## config.mk

```make
export PLATFORM = sky130hd
export DESIGN_NAME = alu_seq_ctrl
export DESIGN_NICKNAME = d
export VERILOG_FILES = /design/src/rtl/cpu_pkg.sv /design/src/rtl/ctl_bus_timer.sv /design/src/rtl/alu_seq_ctrl.sv
export SDC_FILE = /design/constraint.sdc
export NUM_CORES = 1
export LEC_CHECK = 0
export BUFFER_PORTS_ARGS = -buffer_cell sky130_fd_sc_hd__buf_2
export CORE_ASPECT_RATIO = 0.7
export CORE_MARGIN = 3
export CORE_UTILIZATION = 58
export CTS_CLUSTER_DIAMETER = 120
export CTS_CLUSTER_SIZE = 10
export DETAILED_ROUTE_END_ITERATION = 7
export GPL_ROUTABILITY_DRIVEN = 0
export HOLD_SLACK_MARGIN = 0.06
export PLACE_DENSITY_LB_ADDON = 0.05
export RECOVER_POWER = 25
export SETUP_SLACK_MARGIN = 0.1
export SLEW_MARGIN = 20
export SYNTH_ARGS = -nofsm -noshare
export SYNTH_HDL_FRONTEND = slang
export SYNTH_SLANG_ARGS = --single-unit
```

## constraint.sdc

```tcl
create_clock -name clk -period 4.5 [get_ports clk]
set_clock_uncertainty 0.15 [all_clocks]
set_input_delay 0.45 -clock clk [delete_from_list [all_inputs] [get_ports clk]]
set_output_delay 0.45 -clock clk [all_outputs]
set_load 0.005 [all_outputs]
```

## src/rtl/cpu_pkg.sv

```systemverilog
// Shared encodings for the 8-bit accumulator core controller: opcodes, SYS sub-codes, FSM states.
package cpu_pkg;

   localparam logic [2:0] OP_ADD = 3'b000;
   localparam logic [2:0] OP_SUB = 3'b001;
   localparam logic [2:0] OP_LDA = 3'b010;
   localparam logic [2:0] OP_STA = 3'b011;
   localparam logic [2:0] OP_AND = 3'b100;
   localparam logic [2:0] OP_XOR = 3'b101;
   localparam logic [2:0] OP_JMP = 3'b110;
   localparam logic [2:0] OP_SYS = 3'b111;

   localparam logic [4:0] SYS_HLT = 5'd0;
   localparam logic [4:0] SYS_SKZ = 5'd1;

   typedef enum logic [2:0] {
      S_IDLE,
      S_FETCH,
      S_DECODE,
      S_OPREAD,
      S_EXEC,
      S_STORE,
      S_HALT
   } state_t;

endpackage

```

## src/rtl/ctl_bus_timer.sv

```systemverilog
// Memory wait counter: counts stalled cycles of the current transfer and flags a bus timeout.
module ctl_bus_timer #(
   parameter int unsigned TIMEOUT = 15
) (
   input  logic clk,
   input  logic rst_n,
   input  logic busy,
   input  logic ready,
   output logic expired
);

   logic [7:0] cnt;

   // Any cycle without an outstanding stalled transfer restarts the count.
   always_ff @(posedge clk or negedge rst_n) begin
      if (!rst_n)               cnt <= '0;
      else if (busy && !ready)  cnt <= cnt + 8'd1;
      else                      cnt <= '0;
   end

   assign expired = busy && !ready && (cnt == 8'(TIMEOUT - 1));

endmodule

```

## src/rtl/alu_seq_ctrl.sv

```systemverilog
// Fetch/decode/execute sequencer for the 8-bit accumulator core over one shared memory port.
module alu_seq_ctrl
   import cpu_pkg::*;
#(
   parameter int unsigned ADDR_W   = 5,
   parameter int unsigned RESET_PC = 0,
   parameter int unsigned TIMEOUT  = 15
) (
   input  logic              clk,
   input  logic              rst_n,
   input  logic              start,
   output logic [ADDR_W-1:0] mem_addr,
   output logic              mem_rd,
   output logic              mem_wr,
   output logic [7:0]        mem_wdata,
   input  logic [7:0]        mem_rdata,
   input  logic              mem_ready,
   output logic [2:0]        alu_opcode,
   output logic [7:0]        alu_a,
   output logic [7:0]        alu_b,
   input  logic [7:0]        alu_result,
   input  logic              alu_carry,
   output logic [7:0]        acc,
   output logic [ADDR_W-1:0] pc,
   output logic              z_flag,
   output logic              c_flag,
   output logic              halted,
   output logic              bus_err
);

   localparam logic [ADDR_W-1:0] PC0 = ADDR_W'(RESET_PC);

   state_t            state, state_nxt;
   logic [7:0]        ir, mdr;
   logic [ADDR_W-1:0] pc_nxt;
   logic [2:0]        op;
   logic [4:0]        sub;
   logic [ADDR_W-1:0] tgt;
   logic              busy, timeout, restart;

   assign op      = ir[7:5];
   assign sub     = ir[4:0];
   assign tgt     = ir[ADDR_W-1:0];
   assign busy    = (state == S_FETCH) || (state == S_OPREAD) || (state == S_STORE);
   assign restart = start && ((state == S_IDLE) || (state == S_HALT));
   assign halted  = (state == S_HALT);
   assign alu_a   = acc;
   assign alu_b   = mdr;

   ctl_bus_timer #(.TIMEOUT(TIMEOUT)) u_timer (
      .clk     (clk),
      .rst_n   (rst_n),
      .busy    (busy),
      .ready   (mem_ready),
      .expired (timeout)
   );

   always_ff @(posedge clk or negedge rst_n) begin
      if (!rst_n) state <= S_IDLE;
      else        state <= state_nxt;
   end

   always_comb begin
      state_nxt = state;
      pc_nxt    = pc;
      case (state)
         S_IDLE, S_HALT: begin
            if (start) begin
               state_nxt = S_FETCH;
               pc_nxt    = PC0;
            end
         end
         S_FETCH: begin
            if (mem_ready)    state_nxt = S_DECODE;
            else if (timeout) state_nxt = S_HALT;
         end
         S_DECODE: begin
            pc_nxt = pc + ADDR_W'(1);
            case (op)
               OP_STA: state_nxt = S_STORE;
               OP_JMP: begin
                  state_nxt = S_FETCH;
                  pc_nxt    = tgt;
               end
               OP_SYS: begin
                  state_nxt = (sub == SYS_HLT) ? S_HALT : S_FETCH;
                  if (sub == SYS_SKZ && z_flag) pc_nxt = pc + ADDR_W'(2);
               end
               default: state_nxt = S_OPREAD;
            endcase
         end
         S_OPREAD: begin
            if (mem_ready)    state_nxt = S_EXEC;
            else if (timeout) state_nxt = S_HALT;
         end
         S_EXEC: state_nxt = S_FETCH;
         S_STORE: begin
            if (mem_ready)    state_nxt = S_FETCH;
            else if (timeout) state_nxt = S_HALT;
         end
         default: state_nxt = S_IDLE;
      endcase
   end

   // Bus outputs are registered from the next state so they are valid for the whole
   // cycle spent in the bus state and hold until the completing edge.
   always_ff @(posedge clk or negedge rst_n) begin
      if (!rst_n) begin
         pc         <= PC0;
         acc        <= '0;
         ir         <= '0;
         mdr        <= '0;
         z_flag     <= 1'b0;
         c_flag     <= 1'b0;
         bus_err    <= 1'b0;
         mem_rd     <= 1'b0;
         mem_wr     <= 1'b0;
         mem_addr   <= '0;
         mem_wdata  <= '0;
         alu_opcode <= OP_ADD;
      end else begin
         pc     <= pc_nxt;
         mem_rd <= (state_nxt == S_FETCH) || (state_nxt == S_OPREAD);
         mem_wr <= (state_nxt == S_STORE);

         if (state_nxt == S_FETCH)
            mem_addr <= pc_nxt;
         else if (state_nxt == S_OPREAD || state_nxt == S_STORE)
            mem_addr <= tgt;

         if (state_nxt == S_STORE) mem_wdata <= acc;

         if (restart)      bus_err <= 1'b0;
         else if (timeout) bus_err <= 1'b1;

         if (state == S_FETCH && mem_ready)  ir  <= mem_rdata;
         if (state == S_OPREAD && mem_ready) mdr <= mem_rdata;
         if (state == S_DECODE)              alu_opcode <= op;

         if (state == S_EXEC) begin
            if (op == OP_LDA) begin
               acc    <= mdr;
               z_flag <= (mdr == 8'h00);
            end else begin
               acc    <= alu_result;
               z_flag <= (alu_result == 8'h00);
               c_flag <= (op == OP_ADD) && alu_carry;
            end
         end
      end
   end

endmodule

```

# [Word level (Yosys, flattened, before mapping)]
# Cells that the tools add are included.
[op_classes] n_reduce_logical=22 mux=19 bitwise_logic=1 n_eq_ne=15 addsub=3
[op_table] operator="$mux W5" count=4
[op_table] operator="$pmux W5 S2" count=2
[op_table] operator="$eq A3 B3 Y1 const B" count=6
[op_table] operator="$mux W3" count=6
[op_table] operator="$pmux W3 S6" count=1
[op_table] operator="$logic_not A8 Y1" count=2
[op_table] operator="$mux W8" count=2
[op_table] operator="$eq A3 B2 Y1 const B" count=5
[op_table] operator="$pmux W3 S3" count=1
[op_table] operator="$add A8 B1 Y8 const B" count=1
[op_table] operator="$eq A8 B4 Y1 const B" count=1
[op_table] operator="$logic_and A1 B1 Y1" count=7
[op_table] operator="$eq A3 B1 Y1 const B" count=2
[op_table] operator="$logic_not A3 Y1" count=2
[op_table] operator="$add A5 B1 Y5 const B" count=1
[op_table] operator="$add A5 B2 Y5 const B" count=1
[op_table] operator="$eq A5 B1 Y1 const B" count=1
[op_table] operator="$logic_not A5 Y1" count=1
[op_table] operator="$logic_or A1 B1 Y1" count=5
[op_table] operator="$reduce_bool A2 Y1" count=2
[op_table] operator="$mux W1" count=3
[op_table] operator="$reduce_and A2 Y1" count=1
[op_table] operator="$reduce_or A2 Y1" count=1
[op_table] operator="$logic_not A1 Y1" count=1
[op_table] operator="$not A1 Y1" count=1
[totals] output_inout_bits=51 in_bits=21 regBits=61

# [Depth between registers and ports, before layout]
# Gate-level depths: netlist of run 1.
[depth] word_depth=12 mapped_depth=9 depth_no_buf=7

# [By module]
# Synthesis of run 1 repeated with hierarchy kept, for this count alone.
[unflattened] hier_cells=309 hier_area_um2=3260.6
[modules_own_cells] mod="alu_seq_ctrl" area_each_um2=2871.5 instances=1 seq_area_each_um2=1326.3 cells_per_inst=269
[modules_own_cells] mod="ctl_bus_timer" area_each_um2=389.1 instances=1 seq_area_each_um2=200.2 cells_per_inst=40

# [Worst setup path after synthesis of run 1]
# Ideal clock, no wire load.
[synth_timing] path_type="register to register" start="reg state[0]" end="reg mem_addr[3]" required_time_ns=4.225 stages_incl_launch_ff=9 setup_ns=0.125 path_slack_ns=1.973 path_buffers=2 t_arrival_ns=2.252 period_less_slack_ns=2.527 cell_sequence="dfrtp_1 -> buf_2 -> or3b_1 -> buf_2 -> or3_4 -> nor3_4 -> a2bb2oi_4 -> mux2_2 -> mux2_2"
[synth_via] elab_chain_len=11 elab_cells_between_ends=25 cone_classes="eq/ne: 9; mux: 8; reduce/logical: 8"
[synth_rtl] item="start: declaration" line="alu_seq_ctrl.sv:33" source="state_t state, state_nxt;"
[synth_rtl] item="start signal: assignment" line="alu_seq_ctrl.sv:60" source="else state <= state_nxt;"
[synth_rtl] item="$eq A3 B1 Y1 / $eq A3 B2 Y1 (equally long branches)" line="alu_seq_ctrl.sv:44, alu_seq_ctrl.sv:66"
[synth_rtl] item="$logic_or A1 B1 Y1 (2 in a row)" line="alu_seq_ctrl.sv:44" source="assign busy = (state == S_FETCH) || (state == S_OPREAD) || (state == S_STORE);"
[synth_rtl] item="$logic_and A1 B1 Y1 (2 in a row)" line="ctl_bus_timer.sv:21" source="assign expired = busy && !ready && (cnt == 8'(TIMEOUT - 1));"
[synth_rtl] item="$mux W3" line="alu_seq_ctrl.sv:75, alu_seq_ctrl.sv:94, alu_seq_ctrl.sv:99"
[synth_rtl] item="$mux W3 (on tied branches)" line="alu_seq_ctrl.sv:98, alu_seq_ctrl.sv:74, alu_seq_ctrl.sv:93"
[synth_rtl] item="$pmux W3 S6" line="alu_seq_ctrl.sv:66" source="case (state)"
[synth_rtl] item="$eq A3 B2 Y1 / $eq A3 B3 Y1 (equally long branches)" line="alu_seq_ctrl.sv:128" source="else if (state_nxt == S_OPREAD || state_nxt == S_STORE)"
[synth_rtl] item="$logic_or A1 B1 Y1" line="alu_seq_ctrl.sv:128"
[synth_rtl] item="$reduce_bool A2 Y1 (no line)"
[synth_rtl] item="end signal: assignment" line="alu_seq_ctrl.sv:127" source="mem_addr <= pc_nxt;"
[synth_rtl] item="end signal: assignment" line="alu_seq_ctrl.sv:129" source="mem_addr <= tgt;"
[synth_rtl] item="end: declaration" line="alu_seq_ctrl.sv:12" source="output logic [ADDR_W-1:0] mem_addr,"
# Several ways; a longest one is shown, not always the timed one.
# A chain may end at the register's enable or synchronous reset.

# [Worst setup path after layout of run 1]
# Ends and elaborated chain as after synthesis.

==> results.sh, run 1 <==
export IMPL_rsz0062_at_grt="no"
export IMPL_hold_class="primary input to async pin"
export IMPL_portBuffers=71
export IMPL_syn_area_um2=3050
export IMPL_timing_final_crit_share=0.625
export IMPL_cp_end_kind="register"
export IMPL_tns_ns=0
export IMPL_drtAntennaViolNets=0
export IMPL_vias=2394
export IMPL_maxCapViolations=0
export IMPL_dieArea_um2=6170
export IMPL_critPathTopFamily="simple AND/OR/NAND/NOR gates"
export IMPL_worstSetupPathType="register to register"
export IMPL_synth_distinct_cells=50
export IMPL_ys_ff_latch=61
export IMPL_synth_fp_nets=307
export IMPL_setup_viol=0
export IMPL_avgSynthCellArea_um2=10.8
export IMPL_instances_no_fill=421
export IMPL_crit_top_cell="mux2_2"
export IMPL_grt_remaining_overflow=0
export IMPL_routed_wl_um=6850
export IMPL_slew_limit_headroom=0.376
export IMPL_holdBufCountCts=0
export IMPL_tightest_slew_ns=0.932
export IMPL_cts_setup_buffers=0
export IMPL_dieHeight_um=66.6
export IMPL_dr_pass1_iters=4
export IMPL_synthCells=282
export IMPL_grt_pass1_vias=2233
export IMPL_synth_edff_count=0
export IMPL_globalRouteTotalUtil=0.247
export IMPL_clock_latency_ns=0.34
export IMPL_cts_buffers=9
export IMPL_cts_path_max_buffers=2
export IMPL_crit_required_ns=4.57
export IMPL_cts_tree="done"
export IMPL_slowest_stage="or3b_1"
export IMPL_final_hold_viol_count=0
export IMPL_p_per_area_nw_per_um2=710
export IMPL_grt_pass1_wl_um=11400
export IMPL_drt_iter0_drc=209
export IMPL_ys_seq_area_frac=0.501
export IMPL_synth_flop_cell="dfrtp_1"
export IMPL_cts_htree_levels=3
export IMPL_ys_async_sr_fraction=1.00
export IMPL_slowest_delay_ns=0.52
export IMPL_slew_viol_final=0
export IMPL_leakage_nw=1.68
export IMPL_clk_pin_slew_worst_paths_ns=0.06
export IMPL_drive_gt1_frac=0.347
export IMPL_start_util=0.620
export IMPL_drc=0
export IMPL_grt_max_degree=62
export IMPL_coreArea_um2=4910
export IMPL_path_buf_inv=0
export IMPL_crit_arrival_ns=2.88
export IMPL_grt_antenna_before_repair=0
export IMPL_start_kind="register"
export IMPL_vdd_ir_drop_max_uv=414
export IMPL_clkSinkCount=61
export IMPL_antenna_cells=0
export IMPL_ctsResizeCount=0
export IMPL_fp_row_count=21
export IMPL_ios=72
export IMPL_final_common_cell="buf_2"
export IMPL_yosys_warnings=0
export IMPL_status="finished, final reports clean"
export IMPL_cts_root_buf="clkbuf_8"
export IMPL_min_period_ns=2.81
export IMPL_max_freq_ghz=0.356
export IMPL_dp_cells=405
export IMPL_crit_path_cell_trace="or3b_1 > or3_4 > nor3_4 > a2bb2oi_4 > mux2_2 > mux2_2"
export IMPL_viasPerCell=5.69
export IMPL_syn2layout_area_growth_pct=18.0
export IMPL_path_max_fanout=13
export IMPL_die_w_um=92.6
export IMPL_hpwlAfterDp_um=4930
export IMPL_nNetsFinal=372
export IMPL_final_cell_mix="buf_2, dfrtp_1, nor2_1, nand2_1"
export IMPL_avgRoutedWirePerCell_um=16.3
-- synthesized netlist by cell type, types with 2 or more instances --
| library cell | n | area, um2 |
|---|---|---|
| dfrtp_1 | 61 | 1530 |
| nor2_1 | 28 | 105 |
| nand2_1 | 26 | 97.6 |
| a21oi_1 | 18 | 90.1 |
| mux2_2 | 18 | 203 |
| mux2i_1 | 10 | 100 |
| buf_4 | 9 | 67.6 |
| mux2_4 | 8 | 120 |
| o21ai_0 | 8 | 40.0 |
| clkbuf_1 | 6 | 22.5 |
| xor2_1 | 6 | 52.6 |
| nor3_1 | 5 | 25.0 |
| o31ai_1 | 5 | 37.5 |
| and3_1 | 4 | 25.0 |
| buf_2 | 4 | 20.0 |
| ha_1 | 4 | 50.1 |
| inv_1 | 4 | 15.0 |
| nand3_1 | 4 | 20.0 |
| nor2b_1 | 4 | 25.0 |
| a22oi_1 | 3 | 22.5 |
| a31oi_1 | 3 | 18.8 |
| nand2b_1 | 3 | 18.8 |
| nand4_1 | 3 | 18.8 |
| nor3b_1 | 3 | 22.5 |
| nor4_1 | 3 | 18.8 |
| or4_1 | 3 | 22.5 |
| a21o_1 | 2 | 15.0 |
| a32oi_1 | 2 | 17.5 |
| o21ai_1 | 2 | 10.0 |
| o32ai_1 | 2 | 17.5 |
| xnor2_1 | 2 | 17.5 |
-- power breakdown --
| group | total (mW) | leakage (nW) | switching, mW | internal (mW) |
|---|---|---|---|---|
| Sequential | 1.03 | 0.737 | 0.259 | 0.774 |
| Clock | 0.471 | 0.0964 | 0.202 | 0.269 |
| Combinational | 1.05 | 0.846 | 0.522 | 0.525 |
| Total | 2.55 | 1.68 | 0.983 | 1.57 |
-- routing by layer --
layer  track usage  part of all wire
met1         0.369              0.51
met2         0.338              0.41
met3        0.0813             0.081
met4        0.0750            0.0057
met5             0                 0
-- flip-flops by register name, summed over array words and instances (netlist names), 5 cells and up --
name / count
pc: 5
mem_addr: 5
mem_wdata: 8
ir: 8
alu_b: 8
acc: 8
u_timer.cnt: 8
-- metrics by stage --
stage | util | instance area, um2 | total power, mW | hold slack [ns] | setup slack, ns
CTS | 0.732 | 3590 | 2.56 | 0.130 | 1.69
global route | 0.732 | 3590 | 2.74 | 0.164 | 1.55
floorplan | - | 3050 | 1.73 | 0.00441 | 1.97
detailed placement | 0.692 | 3400 | 2.08 | 0.326 | 1.70
finish | 0.732 | 3590 | 2.55 | 0.111 | 1.69
global placement | 0.692 | 3400 | 2.05 | 0.314 | 1.78
-- logic make-up (layout without fill, tap and decap cells) --
| family | count (synthesis) | in the layout | share of synthesized area |
|---|---|---|---|
| compound gates | 53 | 53 | 0.116 |
| mux | 36 | 36 | 0.139 |
| flops | 61 | 61 | 0.501 |
| xor+xnor | 8 | 8 | 0.0230 |
| simple gates | 96 | 96 | 0.163 |
| fa+ha+maj | 4 | 4 | 0.0164 |
| buf+inv | 24 | 94 | 0.0423 |
-- area by class of cell --
type | instances | area (um2)
Sequential cell | 61 | 1530
Multi-Input combinational cell | 197 | 1400
Fill cell | 364 | 1320
Timing Repair Buffer | 74 | 378
Clock buffer | 12 | 145
Tap cell | 69 | 86.3
Clock inverter | 4 | 47.5
Inverter | 4 | 15.0
-- path summary, 6_finish.rpt --
check / slack, ns / start / end / cells past startpoint
min reg2reg: 0.34 / alu_opcode[0] / alu_opcode[0] / 2
min in group clk: 0.20 / mem_rdata[5] / ir[5] / 3
max reg2reg: 1.69 / state[0] / mem_addr[3] / 6
max: 1.69 / state[0] / mem_addr[3] / 6
min: 0.11 / rst_n / alu_opcode[1] / 2
max in group asynchronous: 3.60 / rst_n / state[2] / 2
Note: power is estimated with default switching activity, not from simulation.
==> inputs of run 2 (changes only) <==
- CORE_UTILIZATION: 58 -> 53
- clock period: 4.5 -> 2.7 ns (I/O delays scaled with it)
==> run 2 against run 1 <==
Net effect:
- count of clock-buffer cells in the layout up 2
- register-to-register slack worse by 1.4 ns
- the flow now finishes with violations (capacitance limit, slew limit)
- highest routed layer unchanged
- final cell count up 5.9%
- via count grew 2.7%
- power rose by 72%
- fmax is 16% higher
- sequential power increased by 61%
- wire length increased by 6.9%
==> results.sh, run 2 (synthesized netlist as in run 1, its figures left out) <==
export IMPL_status="finished, violations left"
export IMPL_violations="capacitance limit, slew limit"
export IMPL_clkSinkCount=61
export IMPL_slew_viol_final=29
export IMPL_crit_arrival_ns=2.50
export IMPL_cts_buffers=9
export IMPL_rsz0062_at_grt="no"
export IMPL_cts_path_max_buffers=2
export IMPL_worstSetupPathType="register to register"
export IMPL_dieArea_um2=6710
export IMPL_dieHeight_um=69.4
export IMPL_fp_row_count=22
export IMPL_cts_htree_levels=3
export IMPL_setup_viol=0
export IMPL_coreArea_um2=5400
export IMPL_nNetsFinal=395
export IMPL_fin_area_um2=3790
export IMPL_drtAntennaViolNets=0
export IMPL_start_kind="register"
export IMPL_timing_final_crit_share=0.902
export IMPL_rr_worst_depth=6
export IMPL_tightest_slew_ns=1.64
export IMPL_cts_root_buf="clkbuf_8"
export IMPL_avgRoutedWirePerCell_um=16.4
export IMPL_leakage_nw=1.77
export IMPL_clock_latency_ns=0.33
export IMPL_vias=2458
export IMPL_grt_max_degree=30
export IMPL_slew_limit_headroom=-0.0927
export IMPL_drt_iter0_drc=237
export IMPL_ios=72
export IMPL_startpoint="state[2]"
export IMPL_setup_worst_path_end="mem_addr[3]"
export IMPL_start_util=0.565
export IMPL_cts_tree="done"
export IMPL_drive_gt1_frac=0.350
export IMPL_vdd_ir_drop_max_uv=593
export IMPL_r2r_slack_ns=0.27
export IMPL_final_cell_mix="buf_2, dfrtp_1, nor2_1, nand2_1"
export IMPL_portBuffers=71
export IMPL_final_hold_viol_count=0
export IMPL_grt_pass1_wl_um=12100
export IMPL_hold_class="primary input to register"
export IMPL_grt_antenna_before_repair=0
export IMPL_dr_pass1_iters=4
export IMPL_tns_ns=0
export IMPL_hpwlAfterDp_um=5440
export IMPL_syn2layout_area_growth_pct=24.4
export IMPL_max_freq_ghz=0.411
export IMPL_clk_pin_slew_worst_paths_ns=0.07
export IMPL_whs_ns=0.0959
export IMPL_grt_remaining_overflow=0
export IMPL_globalRouteTotalUtil=0.225
export IMPL_dpl_cell_area_um2=3520
export IMPL_r2r_end="mem_addr[3]"
export IMPL_antenna_cells=0
export IMPL_p_per_area_nw_per_um2=1160
export IMPL_path_max_fanout=8
export IMPL_grt_pass1_vias=2384
export IMPL_viasPerCell=5.51
export IMPL_maxCapViolations=1
export IMPL_min_period_ns=2.43
export IMPL_drc=0
export IMPL_final_common_cell="buf_2"
export IMPL_cp_end_kind="register"
export IMPL_die_w_um=96.6
export IMPL_r2r_start="state[2]"
export IMPL_routed_wl_um=7330
export IMPL_crit_required_ns=2.77
run 2: what timing repair did:
action,in CTS,in global routing
resized for setup,0,3
hold endpoints to repair,41,0
setup buffers,0,1
hold buffers,8,0
endpoints found under the setup margin,0,13
run 2: worst min-delay path by stage:
stage	from	end	slack, ns	cells after the start
2_1_floorplan	rst_n	acc[0]	-0.18	0
3_5_place_dp	rst_n	mem_wdata[4]	0.19	1
4_1_cts	mem_rdata[3]	ir[3]	0.08	2
5_1_grt	mem_rdata[3]	ir[3]	0.1	2
6_report	mem_rdata[3]	ir[3]	0.1	2
3_3_place_gp	rst_n	acc[6]	0.19	1
run 2: metal layers:
metal  routed length, um  vias up  part of all wire  global-route usage
li1                    -     1183                 -                   -
met1                3490     1167              0.48               0.332
met2                3190      102              0.44               0.319
met3                 609        6             0.083              0.0834
met4                  32        0            0.0044              0.0421
met5                   0        -                 0                   0
run 2: cell type report:
cell class                      count  area [um2]
Clock inverter                      1        5.00
Tap cell                           72        90.1
Inverter                            4        15.0
Timing Repair Buffer               97         574
Multi-Input combinational cell    197        1410
Sequential cell                    61        1530
Fill cell                         442        1600
Clock buffer                       14         173
run 2: per-stage QoR:
step | cells | worst slack [ns] | util | power [mW]
after global routing | 446 | 0.131 | 0.703 | 4.73
after global placement | 422 | 0.234 | 0.653 | 3.59
after floorplan | 282 | 0.173 | - | 2.88
after CTS | 445 | 0.179 | 0.701 | 4.38
after detailed placement | 422 | 0.181 | 0.653 | 3.62
final | 446 | 0.265 | 0.703 | 4.40
run 2: power breakdown:
part	leakage [nW]	internal, mW	switching, mW	total (mW)
sequential	0.736	1.29	0.371	1.66
combinational	0.937	1.02	0.982	2.00
clock	0.0926	0.403	0.329	0.731
run 2: worst max-delay path: stages, from the launching register on:
cell and delay, ns:
dfrtp_1 0.44, or3b_1 0.44, or3_4 0.38, nor3_4 0.17, a2bb2oi_4 0.16, mux2_2 0.34, mux2_2 0.26
==> inputs of run 3 (changes only) <==
- ABC_AREA: unset -> 1
- CORE_UTILIZATION: 53 -> 54
- MAX_ROUTING_LAYER: unset -> met4
==> run 3 against run 2 <==
Net effect:
- register-to-register slack improved by 0.42 ns
- largest power group unchanged
- setup slack gained 0.40 ns
- the run still ends with capacitance limit, slew limit left
- critical endpoint is now mem_addr[2]
- combinational power decreased by 9%
- critical path type is now primary input to async pin
- via count rose by 17%
- worst hold slack got worse by 0.0072 ns
- highest routed layer unchanged
- first-iteration DRC count fell by 23%
==> results.sh, run 3 <==
export IMPL_status="finished, violations left"
export IMPL_violations="capacitance limit, slew limit"
export IMPL_multi_input_comb_area_um2=1320
export IMPL_yosys_warnings=0
export IMPL_ys_async_sr_fraction=1.00
export IMPL_min_period_ns=2.03
export IMPL_tightest_slew_ns=1.69
export IMPL_worst_slack_ns=0.670
export IMPL_synth_distinct_cells=36
export IMPL_syn2layout_area_growth_pct=22.0
export IMPL_synth_edff_count=0
export IMPL_grt_pass1_vias=2651
export IMPL_start_kind="primary input"
export IMPL_vdd_ir_drop_max_uv=628
export IMPL_whs_ns=0.0886
export IMPL_clock_latency_ns=0.35
export IMPL_tns_ns=0
export IMPL_fin_area_um2=3880
export IMPL_grt_antenna_before_repair=0
export IMPL_drc=0
export IMPL_dr_pass1_iters=6
export IMPL_drt_iter0_drc=183
export IMPL_portBuffers=71
export IMPL_synth_fp_nets=418
export IMPL_fillers=458
export IMPL_final_hold_viol_count=0
export IMPL_antenna_cells=0
export IMPL_final_seq_area_um2=1530
export IMPL_finalPower_mw=4.45
export IMPL_syn_area_um2=3180
export IMPL_viasPerCell=5.25
export IMPL_p_per_area_nw_per_um2=1150
export IMPL_yosys_cell_count_top_type="nand2_1"
export IMPL_grt_pass1_wl_um=12900
export IMPL_critPathTopFamily="buffers and inverters"
export IMPL_worstHoldStart="alu_result[7]"
export IMPL_slowest_delay_ns=1.21
export IMPL_max_freq_ghz=0.493
export IMPL_routed_wl_um=7700
export IMPL_crit_required_ns=2.69
export IMPL_ctsResizeCount=0
export IMPL_nNetsFinal=498
export IMPL_path_buf_inv=2
export IMPL_rsz0062_at_grt="no"
export IMPL_ios=72
export IMPL_slew_viol_final=30
export IMPL_path_max_fanout=30
export IMPL_clkSinkCount=61
export IMPL_timing_final_crit_share=0.752
export IMPL_final_common_cell="nand2_1"
export IMPL_coreArea_um2=5450
export IMPL_dieHeight_um=70.2
export IMPL_cts_htree_levels=3
export IMPL_die_w_um=97.7
export IMPL_r2r_start="state[0]"
export IMPL_leakage_nw=2.11
export IMPL_dpl_cell_area_um2=3540
export IMPL_cp_end_kind="async pin"
export IMPL_slew_limit_headroom=-0.125
export IMPL_globalRouteTotalUtil=0.246
export IMPL_cts_root_buf="clkbuf_8"
export IMPL_hold_class="primary input to register"
export IMPL_synth_top_area_share=0.480
export IMPL_synth_flop_cell="dfrtp_1"
export IMPL_grt_remaining_overflow=0
export IMPL_cts_tree="done"
export IMPL_place_ws_ns=0.726
export IMPL_fp_row_count=22
export IMPL_hpwlAfterDp_um=5750
export IMPL_yosys_top_cells_area="dfrtp_1, nand2_1, inv_1"
export IMPL_synth_common_cells="nand2_1, dfrtp_1, inv_1"
export IMPL_drtAntennaViolNets=0
export IMPL_setup_viol=0
export IMPL_crit_path_cell_trace="dlygate4sd3_1 > clkbuf_1"
export IMPL_avgRoutedWirePerCell_um=14.0
export IMPL_maxCapViolations=1
export IMPL_synth_top_area_cell="dfrtp_1"
export IMPL_cts_path_max_buffers=2
export IMPL_final_cell_mix="nand2_1, buf_2, dfrtp_1, inv_1, o21ai_0"
export IMPL_start_util=0.583
export IMPL_drive_gt1_frac=0.243
export IMPL_crit_arrival_ns=2.02
export IMPL_vias=2886
export IMPL_ys_seq_area_frac=0.480
export IMPL_synthCells=393
export IMPL_grt_max_degree=33
export IMPL_slowest_stage="clkbuf_1"
export IMPL_startpoint="rst_n"
export IMPL_worstSetupPathType="primary input to async pin"
export IMPL_clk_pin_slew_worst_paths_ns=0.07
export IMPL_cts_buffers=9
export IMPL_ys_ff_latch=61
export IMPL_dieArea_um2=6860
export IMPL_avgSynthCellArea_um2=8.09
-- run 3: worst register-to-register path, cell delays in order (launching register included) --
cell and delay, ns:
dfrtp_1 0.51, nor3_1 0.34, buf_4 0.26, clkinv_1 0.24, a21oi_1 0.18, o21ai_0 0.12, o21ai_0 0.12
-- run 3: what timing repair did --
action	CTS	global route
hold buffers	10	0
endpoints found under the hold margin	46	0
setup buffers	0	0
endpoints found under the setup margin	0	0
-- run 3: layer usage --
layer | vias up | GRT usage | routed length [um]
met2 | 118 | 0.321 | 3200
li1 | 1417 | - | -
met1 | 1338 | 0.363 | 3740
met3 | 13 | 0.0669 | 667
met4 | 0 | 0.0906 | 80
met5 | - | - | 0
-- run 3: cells by family (layout without fill, tap and decap cells) --
| family | after synthesis | in the layout | synth area share |
|---|---|---|---|
| AO/OA/AOI/OAI | 67 | 67 | 0.119 |
| XOR/XNOR | 3 | 3 | 0.00827 |
| adder cells (fa/ha/maj) | 4 | 4 | 0.0157 |
| buffers and inverters | 70 | 155 | 0.104 |
| flip-flops | 61 | 61 | 0.480 |
| AND/OR/NAND/NOR | 188 | 188 | 0.273 |
-- run 3: path summary, 6_finish.rpt --
| path | to | slack (ns) | depth (start not counted) |
|---|---|---|---|
| max | mem_addr[2] | 0.67 | 2 |
| max in group clk | acc[0] | 0.69 | 6 |
| max reg2reg | acc[0] | 0.69 | 6 |
| min in group asynchronous | mem_wdata[4] | 0.75 | 2 |
| min reg2reg | alu_opcode[2] | 0.34 | 2 |
| min | z_flag | 0.09 | 4 |
-- run 3: metrics by stage --
stage                     utilization  cells
after floorplan                     -    393
final                           0.712    550
after detailed placement        0.650    524
after CTS                       0.713    550
after global routing            0.712    550
after global placement          0.650    524
-- run 3: cell type report --
type,instances,area share
tap,72,0.0232
clock buffer,13,0.0461
multi-input combinational,262,0.341
timing repair buffer,84,0.125
clock inverter,3,0.0168
inverter,55,0.0545
sequential,61,0.394
-- run 3: report_power, final --
group	internal [mW]	switching, mW
sequential	1.29	0.354
clock	0.619	0.350
combinational	0.697	1.13
total	2.61	1.84
